### config.mk
export PLATFORM = sky130hd
export DESIGN_NAME = wb_multi_sram_interface_flat
export DESIGN_NICKNAME = d
export VERILOG_FILES = /design/src/rtl/wb_multi_sram_interface_if.sv /design/src/rtl/wb_multi_sram_interface.sv /design/src/flat_wrapper.sv
export SDC_FILE = /design/constraint.sdc
export NUM_CORES = 1
export LEC_CHECK = 0
export CAP_MARGIN = 10
export CORE_ASPECT_RATIO = 1.4
export CORE_MARGIN = 3
export CORE_UTILIZATION = 30
export DETAILED_ROUTE_END_ITERATION = 6
export PLACE_DENSITY = 0.63
export SETUP_SLACK_MARGIN = 0.05
export SYNTH_ARGS = -nofsm -noshare
export SYNTH_HDL_FRONTEND = slang
export SYNTH_SLANG_ARGS = --single-unit
### constraint.sdc
create_clock -name wb_clk_i -period 3 [get_ports wb_clk_i]
set_clock_uncertainty 0.2 [all_clocks]
set_input_delay 0.45 -clock wb_clk_i [delete_from_list [all_inputs] [get_ports wb_clk_i]]
set_output_delay 0.45 -clock wb_clk_i [all_outputs]
set_load 0.05 [all_outputs]
### src/rtl/wb_multi_sram_interface_if.sv
// Wishbone slave-side bus bundle for wb_multi_sram_interface.
// Signal names keep their original _i/_o suffixes, so existing connections map one-to-one.
interface wb_multi_sram_interface_if #(
  parameter int unsigned ADDR_WIDTH = 24
);
  logic                  wb_cyc_i;
  logic                  wb_stb_i;
  logic                  wb_we_i;
  logic [3:0]            wb_sel_i;
  logic [31:0]           wb_data_i;
  logic [ADDR_WIDTH-1:0] wb_adr_i;
  logic                  wb_ack_o;
  logic                  wb_stall_o;
  logic                  wb_error_o;
  logic [31:0]           wb_data_o;

  modport master (
    output wb_cyc_i, wb_stb_i, wb_we_i, wb_sel_i, wb_data_i, wb_adr_i,
    input  wb_ack_o, wb_stall_o, wb_error_o, wb_data_o
  );

  modport slave (
    input  wb_cyc_i, wb_stb_i, wb_we_i, wb_sel_i, wb_data_i, wb_adr_i,
    output wb_ack_o, wb_stall_o, wb_error_o, wb_data_o
  );
endinterface

### src/rtl/wb_multi_sram_interface.sv
// Wishbone bridge onto several SRAM-like channels that share one address/data bus.
// The top address bits select the channel; a per-access busy timeout produces an error response.
module wb_multi_sram_interface #(
  parameter int unsigned ADDR_WIDTH = 24,
  parameter int unsigned SEL_BITS   = 2,
  parameter int unsigned CHANNELS   = 3,
  parameter int unsigned TIMEOUT    = 255
) (
  input  logic                           wb_clk_i,
  input  logic                           wb_rst_i,
  wb_multi_sram_interface_if.slave       wb,
  output logic [CHANNELS-1:0]            mem_enable,
  output logic                           mem_writeEnable,
  output logic [3:0]                     mem_byteSelect,
  output logic [ADDR_WIDTH-SEL_BITS-1:0] mem_address,
  output logic [31:0]                    mem_writeData,
  input  logic [CHANNELS*32-1:0]         mem_readData,
  input  logic [CHANNELS-1:0]            mem_busy
);

  localparam int unsigned CW    = (TIMEOUT == 0) ? 1 : $clog2(TIMEOUT + 1);
  localparam int unsigned NSLOT = 2 ** SEL_BITS;
  localparam int unsigned MAW   = ADDR_WIDTH - SEL_BITS;

  typedef enum logic [1:0] {
    IDLE   = 2'd0,
    ACCESS = 2'd1,
    FINISH = 2'd2
  } state_t;

  state_t              state;
  logic [CW-1:0]       cnt;
  logic                ack_q;
  logic                err_q;
  logic                stall_q;
  logic [31:0]         data_q;

  logic [MAW-1:0]      lat_adr;
  logic [3:0]          lat_sel;
  logic [31:0]         lat_data;
  logic                lat_we;
  logic [SEL_BITS-1:0] lat_chan;

  logic [SEL_BITS-1:0] req_chan;
  logic                req_mapped;
  logic                req_valid;
  logic [NSLOT-1:0]    busy_pad;
  logic [NSLOT*32-1:0] rdata_pad;
  logic                cur_busy;
  logic [31:0]         cur_rdata;
  logic                timed_out;

  assign req_chan   = wb.wb_adr_i[ADDR_WIDTH-1 -: SEL_BITS];
  assign req_mapped = (32'(req_chan) < CHANNELS);
  assign req_valid  = wb.wb_cyc_i && wb.wb_stb_i;

  // Pad the per-channel inputs out to every decodable slot so the latched
  // channel index can select directly without out-of-range bit selects.
  assign busy_pad  = NSLOT'(mem_busy);
  assign rdata_pad = (NSLOT * 32)'(mem_readData);
  assign cur_busy  = busy_pad[lat_chan];
  assign cur_rdata = rdata_pad[{lat_chan, 5'd0} +: 32];
  assign timed_out = (TIMEOUT != 0) && (cnt == CW'(TIMEOUT));

  assign wb.wb_ack_o   = ack_q;
  assign wb.wb_error_o = err_q;
  assign wb.wb_stall_o = stall_q;
  assign wb.wb_data_o  = data_q;

  // Request capture; these registers only matter once a request is accepted.
  always_ff @(posedge wb_clk_i) begin
    if (state == IDLE && req_valid) begin
      lat_adr  <= wb.wb_adr_i[MAW-1:0];
      lat_sel  <= wb.wb_sel_i;
      lat_data <= wb.wb_data_i;
      lat_we   <= wb.wb_we_i;
      lat_chan <= req_chan;
    end
  end

  always_ff @(posedge wb_clk_i or posedge wb_rst_i) begin
    if (wb_rst_i) begin
      state   <= IDLE;
      ack_q   <= 1'b0;
      err_q   <= 1'b0;
      stall_q <= 1'b0;
      data_q  <= '1;
      cnt     <= '0;
    end else begin
      case (state)
        IDLE: begin
          ack_q  <= 1'b0;
          err_q  <= 1'b0;
          data_q <= '1;
          if (req_valid) begin
            stall_q <= 1'b1;
            if (req_mapped) begin
              state <= ACCESS;
              cnt   <= '0;
            end else begin
              state <= FINISH;
              err_q <= 1'b1;
            end
          end else begin
            stall_q <= 1'b0;
          end
        end
        ACCESS: begin
          if (!wb.wb_cyc_i) begin
            state   <= IDLE;
            stall_q <= 1'b0;
          end else if (!cur_busy) begin
            state  <= FINISH;
            ack_q  <= 1'b1;
            data_q <= lat_we ? '1 : cur_rdata;
          end else if (timed_out) begin
            state  <= FINISH;
            err_q  <= 1'b1;
            data_q <= '1;
          end else begin
            cnt <= cnt + 1'b1;
          end
        end
        FINISH: begin
          state   <= IDLE;
          ack_q   <= 1'b0;
          err_q   <= 1'b0;
          stall_q <= 1'b0;
          data_q  <= '1;
        end
        default: begin
          state   <= IDLE;
          ack_q   <= 1'b0;
          err_q   <= 1'b0;
          stall_q <= 1'b0;
          data_q  <= '1;
        end
      endcase
    end
  end

  // Shared memory bus is driven only while a channel is being accessed.
  always_comb begin
    mem_enable      = '0;
    mem_writeEnable = 1'b0;
    mem_byteSelect  = '0;
    mem_address     = '0;
    mem_writeData   = '0;
    if (state == ACCESS) begin
      mem_enable      = CHANNELS'(1) << lat_chan;
      mem_writeEnable = lat_we;
      mem_byteSelect  = lat_sel;
      mem_address     = lat_adr;
      mem_writeData   = lat_data;
    end
  end

endmodule
### src/flat_wrapper.sv
// flat-port wrapper written by rule: the top's interface ports become plain ports
module wb_multi_sram_interface_flat 
#(
  parameter int unsigned ADDR_WIDTH = 24,
  parameter int unsigned SEL_BITS   = 2,
  parameter int unsigned CHANNELS   = 3,
  parameter int unsigned TIMEOUT    = 255
)
  (wb_clk_i, wb_rst_i, mem_enable, mem_writeEnable, mem_byteSelect, mem_address, mem_writeData, mem_readData, mem_busy, wb_wb_cyc_i, wb_wb_stb_i, wb_wb_we_i, wb_wb_sel_i, wb_wb_data_i, wb_wb_adr_i, wb_wb_ack_o, wb_wb_stall_o, wb_wb_error_o, wb_wb_data_o);
  wb_multi_sram_interface_if #(.ADDR_WIDTH(ADDR_WIDTH)) wb_i ();
  input  logic wb_clk_i;
  input  logic wb_rst_i;
  output logic [CHANNELS-1:0] mem_enable;
  output logic mem_writeEnable;
  output logic [3:0] mem_byteSelect;
  output logic [ADDR_WIDTH-SEL_BITS-1:0] mem_address;
  output logic [31:0] mem_writeData;
  input  logic [CHANNELS*32-1:0] mem_readData;
  input  logic [CHANNELS-1:0] mem_busy;
  input wire logic [$bits(wb_i.wb_cyc_i)-1:0] wb_wb_cyc_i;
  input wire logic [$bits(wb_i.wb_stb_i)-1:0] wb_wb_stb_i;
  input wire logic [$bits(wb_i.wb_we_i)-1:0] wb_wb_we_i;
  input wire logic [$bits(wb_i.wb_sel_i)-1:0] wb_wb_sel_i;
  input wire logic [$bits(wb_i.wb_data_i)-1:0] wb_wb_data_i;
  input wire logic [$bits(wb_i.wb_adr_i)-1:0] wb_wb_adr_i;
  output wire logic [$bits(wb_i.wb_ack_o)-1:0] wb_wb_ack_o;
  output wire logic [$bits(wb_i.wb_stall_o)-1:0] wb_wb_stall_o;
  output wire logic [$bits(wb_i.wb_error_o)-1:0] wb_wb_error_o;
  output wire logic [$bits(wb_i.wb_data_o)-1:0] wb_wb_data_o;
  assign wb_i.wb_cyc_i = wb_wb_cyc_i;
  assign wb_i.wb_stb_i = wb_wb_stb_i;
  assign wb_i.wb_we_i = wb_wb_we_i;
  assign wb_i.wb_sel_i = wb_wb_sel_i;
  assign wb_i.wb_data_i = wb_wb_data_i;
  assign wb_i.wb_adr_i = wb_wb_adr_i;
  assign wb_wb_ack_o = wb_i.wb_ack_o;
  assign wb_wb_stall_o = wb_i.wb_stall_o;
  assign wb_wb_error_o = wb_i.wb_error_o;
  assign wb_wb_data_o = wb_i.wb_data_o;
  wb_multi_sram_interface #(.ADDR_WIDTH(ADDR_WIDTH), .SEL_BITS(SEL_BITS), .CHANNELS(CHANNELS), .TIMEOUT(TIMEOUT)) u_core (.wb_clk_i(wb_clk_i), .wb_rst_i(wb_rst_i), .wb(wb_i), .mem_enable(mem_enable), .mem_writeEnable(mem_writeEnable), .mem_byteSelect(mem_byteSelect), .mem_address(mem_address), .mem_writeData(mem_writeData), .mem_readData(mem_readData), .mem_busy(mem_busy));
endmodule
==> reports/qor.csv <==
metric,value,unit
ys_seq_area_frac,0.582,
final_max_slew_viol_count,0,
clkSlewWorstSetupHoldPaths,70,ps
synth_top_area_frac,0.355,
critPathKind,register to output port,
arrival,1840,ps
endpoint_kind,output port,
insertion_delay,340,ps
wl,16.2,mm
ctsHtreeMaxLevel,3,
drt-pass1-iter-count,4,
fin_crit,2490,ps
ys_types,44,
drt_iter0_markers,211,
yosys_warnings,0,
cts-resized-gates,0,
worst_pin_slew,964,ps
syn-num-nets,600,
cts_tree,built,
crit_path_start_kind,register,
whs_path_depth,2,
worst_path_max_delay_cell,dfrtp_1,
crit_top_cell,buf_12,
antenna_cells,0,
async_reset_ff_frac,0.425,
cp_top_family,simple AND/OR/NAND/NOR gates,
crit_chain,nor2b_4 > buf_12 > and2_1 > buf_12,
grt_antenna_before_repair,0,
path_buf_inv,2,
final_nets,847,
track_usage,0.167,
vias,4350,
seq_power_share,0.307,
grt_overflow,0,
path_max_fanout,60,
grt_pass1_wl,24.6,mm
power_density,661,nW/um^2
dpl.hpwl,12.5,mm
leakagePower,0.00347,uW
io_buffers,260,
final_cell_area,8900,sq um
clk_path_buf_depth,2,
swShare,0.373,
dp.cells,874,
hp-start,u_core.wb.wb_ack_o,
finalCritPeriodShare,0.829,
grt_pass1_vias,4601,
initial_core_util,0.306,
relSlewSlack,0.357,
slowest_delay,440,ps
io_pins,261,
internal-power,3690,uW
root_buffer,clkbuf_16,
ir_worst_vdd,0.371,mV
synthCells,435,
syn2layout_area_growth,72.6,%
synth-seq-cells,106,
pwr-share-comb,0.470,
hold_buffers,0,
cp.required,2350,ps
rsz0062_at_grt,no,
die_width,117,um
power_switching,2190,uW
setup_viol,0,
reg2reg_depth,5,
synth.largest_area_cell,edfxtp_1,
syn_avg_cell_area,11.8,sq um
fmax,402,MHz
synth_edf_count,61,
r2r-start,u_core.lat_chan[0],
ff2ff_setup_slack,690,ps
drive_above_1_share,0.189,
synth_common_cells,"69 x nor2_1, 64 x mux2i_1, 61 x edfxtp_1",
gp_congestion,0.864,
dieArea,18800,sq um
floorplan.rows,56,
die_y,161,um
grt_max_degree,64,
worstHoldPathType,register to register,
syn_area,5150,sq um
stdcell_count,890,
synth_ff_type,edfxtp_1,
postCtsSetupRepairBufs,0,
routedWlPerCell,18.2,um
numCtsBuffers,9,
drc,0,
cts.sinks,106,
drv_cap,0,
dpl_cell_area,8570,sq um
hold_viol,0,
outcome,"complete, no violations",
vias_per_cell,4.89,
holdPathEnd,u_core.wb.wb_ack_o,
p_clk_frac,0.223,
core_region_area,16800,sq um
synth_most_common_cell,nor2_1,
rr_endpoint,u_core.wb.wb_data_o[3],
finalSetupTns,0,ps
holdWs,303,ps
ys_top_cells_by_area,"edfxtp_1 36%, dfstp_2 16%, mux2i_1 12%",
drt.antenna.violating_nets,0,
cells by family after synthesis:
group	share of synthesized area
mux	0.127
simple gates	0.163
flops	0.582
buf+inv	0.0371
fa+ha+maj	0.00243
compound gates	0.0891
routing by layer:
| metal | vias up | track usage | wire length [um] |
|---|---|---|---|
| met3 | 22 | 0.0885 | 2220 |
| met4 | 0 | 0.0574 | 364 |
| met5 | - | 0 | 0 |
| li1 | 2043 | - | - |
| met1 | 2062 | 0.184 | 5710 |
| met2 | 223 | 0.273 | 7890 |
tightest hold or removal path, stage by stage (launching register included):
cell and delay (ps):
dfrtp_1 350, a21oi_1 40, nor2_1 70
cell type report:
| type | count | area [sq um] |
|---|---|---|
| fill | 1437 | 7920 |
| timing repair buffer | 271 | 3310 |
| sequential | 106 | 3000 |
| multi-input combinational | 288 | 1990 |
| tap | 203 | 254 |
| clock buffer | 9 | 225 |
| clock inverter | 7 | 104 |
| inverter | 6 | 22.5 |
worst max path at each step:
stage,to,slack (ps),cells past startpoint,start
2_1_floorplan,u_core.cnt[4],140,6,wb_wb_cyc_i
3_3_place_gp,u_core.wb.wb_data_o[31],350,6,mem_busy[0]
3_5_place_dp,u_core.wb.wb_data_o[3],250,6,mem_busy[0]
4_1_cts,mem_address[3],490,4,u_core.state[0]
5_1_grt,mem_address[3],410,4,u_core.state[0]
6_report,mem_address[3],510,4,u_core.state[0]
power groups by stage:
stage | clock network (uW) | registers [uW] | logic [uW]
2_1_floorplan | 0 | 1940 | 1300
3_3_place_gp | 0 | 1830 | 2760
4_1_cts | 1360 | 1810 | 2800
5_1_grt | 1400 | 1820 | 2910
6_report | 1310 | 1810 | 2770
3_5_place_dp | 0 | 1840 | 2790
through the flow:
step / util / total power (uW) / worst slack [ps]
finish: 0.529 / 5890 / 513
global route: 0.529 / 6130 / 409
global placement: 0.510 / 4590 / 346
CTS: 0.529 / 5960 / 486
detailed placement: 0.510 / 4620 / 249
floorplan: - / 3240 / 138
cells in the final DEF, fill, tap and decap left out, types with 3 or more instances in the layout:
cell type        netlist  final
a211oi_1              32     32
dfstp_2               32     32
buf_12                 0     62
nand3_1                6      6
and2_1                60     60
buf_4                  0     11
clkdlybuf4s50_1        0    198
mux2i_1               64     64
a21oi_1                4      4
edfxtp_1              61     61
dfrtp_1               13     13
clkbuf_16              0      9
inv_6                  0      4
nor4b_1                3      3
nor2_1                69     69
inv_1                  6      5
nand2_1               11     11
a211o_1                4      4
state kept, by name, summed over array words and instances (netlist names), 2 cells and up:
name and cells:
u_core.lat_data 32, u_core.wb.wb_data_o 32, u_core.lat_adr 22, u_core.cnt 8, u_core.lat_sel 4, u_core.lat_chan 2, u_core.state 2
(Power assumes the default switching activity.)
